## src/rtl/mem_string_reader.sv

```systemverilog
// Streams length bytes (ReadData[7:0]) from a word memory starting at base_addr; 2 cycles/char, HOLD stalls on out_ready.
// Optional MEM_READER_NULL_TERM_EN: a zero word read ends the transfer early without emitting a character.
module mem_string_reader #(
    parameter int DEPTH = 32,
    parameter int CNT_W = 6
) (
    input  logic             clk,
    input  logic             reset,
    input  logic             start,
    input  logic [31:0]      base_addr,
    input  logic [CNT_W-1:0] length,
    output logic [31:0]      Address,
    output logic             MemRead,
    output logic             MemWrite,
    input  logic [31:0]      ReadData,
    output logic [7:0]       out_data,
    output logic             out_valid,
    input  logic             out_ready,
    output logic             busy,
    output logic             done,
    output logic [CNT_W-1:0] count
);
    localparam int AW = (DEPTH > 1) ? $clog2(DEPTH) : 1;

    typedef enum logic [1:0] {IDLE, READ, HOLD, DONE} state_t;

    state_t           state;
    logic [AW-1:0]    addr;
    logic [CNT_W-1:0] len_q;
    logic [31:0]      base_mod;
    logic [AW-1:0]    addr_nxt;
    logic [CNT_W-1:0] count_inc;
    logic             null_word;
    logic             unused_bits;

    assign base_mod  = base_addr % 32'(DEPTH);
    assign addr_nxt  = (addr == AW'(DEPTH - 1)) ? '0 : addr + AW'(1);
    assign count_inc = count + CNT_W'(1);

`ifdef MEM_READER_NULL_TERM_EN
    assign null_word = (ReadData == 32'd0);
`else
    assign null_word = 1'b0;
`endif

    assign unused_bits = ^{ReadData[31:8], base_mod[31:AW]};

    // Control outputs decode directly from the state register.
    assign Address  = {{(32 - AW){1'b0}}, addr};
    assign MemRead  = (state == READ);
    assign MemWrite = 1'b0;
    assign busy     = (state != IDLE);
    assign done     = (state == DONE);

    always_ff @(posedge clk or posedge reset) begin
        if (reset) begin
            state     <= IDLE;
            addr      <= '0;
            len_q     <= '0;
            count     <= '0;
            out_data  <= '0;
            out_valid <= 1'b0;
        end else begin
            case (state)
                IDLE: begin
                    if (start) begin
                        addr  <= base_mod[AW-1:0];
                        len_q <= length;
                        count <= '0;
                        state <= (length != '0) ? READ : DONE;
                    end
                end
                READ: begin
                    if (null_word) begin
                        state <= DONE;
                    end else begin
                        out_data  <= ReadData[7:0];
                        out_valid <= 1'b1;
                        state     <= HOLD;
                    end
                end
                HOLD: begin
                    if (out_ready) begin
                        out_valid <= 1'b0;
                        count     <= count_inc;
                        addr      <= addr_nxt;
                        state     <= (count_inc == len_q) ? DONE : READ;
                    end
                end
                DONE: begin
                    state <= IDLE;
                end
                default: begin
                    state <= IDLE;
                end
            endcase
        end
    end
endmodule

```

## config.mk

```make
export PLATFORM = sky130hd
export DESIGN_NAME = mem_string_reader
export DESIGN_NICKNAME = d
export VERILOG_FILES = /design/src/rtl/mem_string_reader.sv
export SDC_FILE = /design/constraint.sdc
export NUM_CORES = 1
export LEC_CHECK = 0
export BUFFER_PORTS_ARGS = -buffer_cell sky130_fd_sc_hd__buf_2
export CORE_ASPECT_RATIO = 0.6
export CORE_MARGIN = 5
export CORE_UTILIZATION = 37
export CTS_BUF_LIST = sky130_fd_sc_hd__clkbuf_8
export DETAILED_ROUTE_END_ITERATION = 12
export PLACE_DENSITY = 0.85
export SYNTH_ARGS = -nofsm -noshare
export SYNTH_HDL_FRONTEND = slang
export SYNTH_SLANG_ARGS = --single-unit
```

## constraint.sdc

```tcl
create_clock -name clk -period 1.6 [get_ports clk]
set_input_delay 0.16 -clock clk [delete_from_list [all_inputs] [get_ports clk]]
set_output_delay 0.16 -clock clk [all_outputs]
set_load 0.03 [all_outputs]
```

==> flow_metrics.env <==
export IMPL_status="complete, no violations"
export IMPL_max_cap_viol_count=0
export IMPL_finalMaxSlewViolations=0
export IMPL_syn_cell_area_sq_mm=0.00166
export IMPL_hold_depth=2
export IMPL_drt_met1_wl_microns=1820
export IMPL_drc=0
export IMPL_clock_path_buffers=2
export IMPL_antenna_found_initial=0
export IMPL_cts_sinks=28
export IMPL_r2r_start="addr[0]$_DFFE_PP0P_"
export IMPL_drive_gt1_share_pct=46.6
export IMPL_first_global_vias=1131
export IMPL_synth_avg_cell_area_sq_um=10.7
export IMPL_place_port_buffers=45
export IMPL_min_from="ReadData[2]"
export IMPL_post_drt_wl_per_cell_microns=14.0
export IMPL_worstPathMaxFanout=6
export IMPL_io_pins=125
export IMPL_arrival_ns=1.73
export IMPL_yosysWarnings=0
export IMPL_layout_commonest_cell="buf_2"
export IMPL_grt_max_degree=29
export IMPL_synth_flop_cell="dfrtp_1"
export IMPL_critPathLaunch="addr[0]$_DFFE_PP0P_"
export IMPL_drtPass1Iterations=4
export IMPL_synth_cells=155
export IMPL_syn_to_final_growth_pct=24.2
export IMPL_rr_worst_depth=6
export IMPL_cp_start_kind="flop"
export IMPL_path_class="reg2reg"
export IMPL_whs_ns=0.112
export IMPL_p_leak_nw=1.03
export IMPL_cts_tree="done"
export IMPL_pre_cts_ws_ns=-0.236
export IMPL_hp_class="in2reg"
export IMPL_finalSetupViolations=0
export IMPL_die_h_microns=61.9
export IMPL_min_to="out_data[2]$_DFFE_PP0P_"
export IMPL_htree_levels=1
export IMPL_rsz0062_at_grt="true"
export IMPL_via_per_inst=4.47
export IMPL_route_vias_total=1247
export IMPL_fin_skew_ns=0.00579
export IMPL_diodes=0
export IMPL_root_buffer="clkbuf_8"
export IMPL_cts_clk_slew_worst_paths_ns=0.10
export IMPL_design_area_sq_mm=0.00206
export IMPL_ys_types=39
export IMPL_period_share_pct=95.0
export IMPL_dieWidth_microns=96.5
export IMPL_cts_made_buffers=3
export IMPL_globalplace_congestion=0.830
export IMPL_core_region_area_sq_mm=0.00421
export IMPL_die_area_sq_mm=0.00598
export IMPL_dr_wl_met3_microns=383
export IMPL_powerDensity_mw_per_mm2=1880
export IMPL_rows=18
export IMPL_fmax_ghz=0.658
export IMPL_worst_setup_path_end_kind="flop"
export IMPL_reg2reg_slack_ns=0.08
export IMPL_initial_core_util_pct=39.5
export IMPL_synth_edff_count=0
export IMPL_placed_cell_area_sq_mm=0.00193
export IMPL_power_total_w=0.00388
export IMPL_antenna_left=0
export IMPL_routed_wl_microns=3900
export IMPL_hold_violations=0
export IMPL_clk_insertion_delay_late_ns=0.27
export IMPL_wl_met2_microns=1680
export IMPL_crit_required_ns=1.81
export IMPL_peakVddDrop_uv=1100
export IMPL_grt_use_total_pct=13.0
export IMPL_yosysSeqAreaShare_pct=42.2
export IMPL_dpl_hpwl_microns=3080
export IMPL_grt_pass1_wl_microns=5820
export IMPL_fin_crit_ns=1.52
export IMPL_fin_ws_ns=0.0805
export IMPL_nets=297
export IMPL_dr_first_iter_drc_count=56
export IMPL_maxUsedRoutingLayer="met4"
export IMPL_grt_ovfl_total=0
export IMPL_ys_async_sr_fraction_pct=100
export IMPL_yosys_register_bits=28
export IMPL_reg2reg_to="addr[2]$_DFFE_PP0P_"
export IMPL_final_cell_mix="buf_2, conb_1, dfrtp_1"
[area by class of cell]
class | instances | area [sq um]
Timing Repair Buffer | 67 | 399
Multi-Input combinational cell | 117 | 830
Fill cell | 404 | 2150
Tap cell | 60 | 75.1
Sequential cell | 28 | 704
Clock inverter | 1 | 3.75
Inverter | 3 | 11.3
Clock buffer | 3 | 41.3
[report_power, final]
part / internal [W] / leakage [nW] / switching (W)
sequential: 0.00102 / 0.341 / 0.000240
combinational: 0.000959 / 0.662 / 0.00128
clock: 0.000172 / 0.0269 / 0.000218
[logic make-up after synthesis]
group	count (synthesis)	share of synthesized area (%)
AO/OA/AOI/OAI	27	10.6
buffers and inverters	37	16.4
adder cells (fa/ha/maj)	3	2.26
other	1	0.226
flip-flops	28	42.2
XOR/XNOR	8	4.22
multiplexers	16	10.7
AND/OR/NAND/NOR	35	13.4
[registers in the layout, summed over array words and instances, names as in the netlist]
register / cells
out_data: 8
count: 6
len_q: 6
addr: 5
state: 2
out_valid: 1
[per-stage QoR]
| step | util, % | TNS [ns] | instances |
|---|---|---|---|
| finish | 49.0 | 0 | 279 |
| global route | 49.0 | -0.0235 | 279 |
| CTS | 47.7 | 0 | 274 |
| detailed placement | 45.9 | -1.60 | 269 |
| global placement | 45.9 | -0.554 | 269 |
| floorplan | - | 0 | 182 |
[worst max path at each step]
stage,end,depth (start not counted)
floorplan,state[1]$_DFFE_PP0P_,5
global placement,addr[0]$_DFFE_PP0P_,6
detailed placement,addr[0]$_DFFE_PP0P_,6
CTS,addr[2]$_DFFE_PP0P_,6
global route,addr[2]$_DFFE_PP0P_,6
finish,addr[2]$_DFFE_PP0P_,6
[layer usage]
metal,GRT usage [%],vias to the layer above
met3,3.97,2
met2,18.7,46
met4,1.80,0
met1,19.7,588
met5,0,-
li1,-,611
[repair_timing]
item                                    CTS  global route
hold buffers                              1             0
endpoints found under the setup margin   13             5
resized for setup                         5             6
buffers inserted                          0             5
hold endpoints to repair                 28             0
pin swaps                                 0             1
cloned                                    0             0
[critical path, cell delays in order, from the launching register on]
cell     delay (ns)
dfrtp_2        0.42
ha_2           0.20
and3_1         0.21
ha_4           0.19
nor4b_2        0.25
a21oi_1        0.08
o21ai_1        0.11
[synth_stat cells (2+ instances only)]
master / number / share of area, %
nand3_1: 4 / 1.2
o21ai_1: 2 / 0.60
nand2b_1: 2 / 0.75
nand2_1: 8 / 1.8
buf_2: 2 / 0.60
a21oi_1: 6 / 1.8
mux2_2: 14 / 9.5
dfrtp_1: 28 / 42
o21ai_0: 7 / 2.1
a21o_1: 2 / 0.90
o21ai_2: 3 / 1.6
buf_6: 3 / 2.0
o31ai_1: 2 / 0.90
nor4b_1: 2 / 1.1
ha_1: 3 / 2.3
xor2_1: 4 / 2.1
mux2i_1: 2 / 1.2
xnor2_1: 4 / 2.1
nor3_1: 4 / 1.2
buf_4: 29 / 13
inv_1: 2 / 0.45
nor2b_1: 3 / 1.1
nor3b_1: 3 / 1.4
No activity file was read; power rests on OpenSTA's default activity.
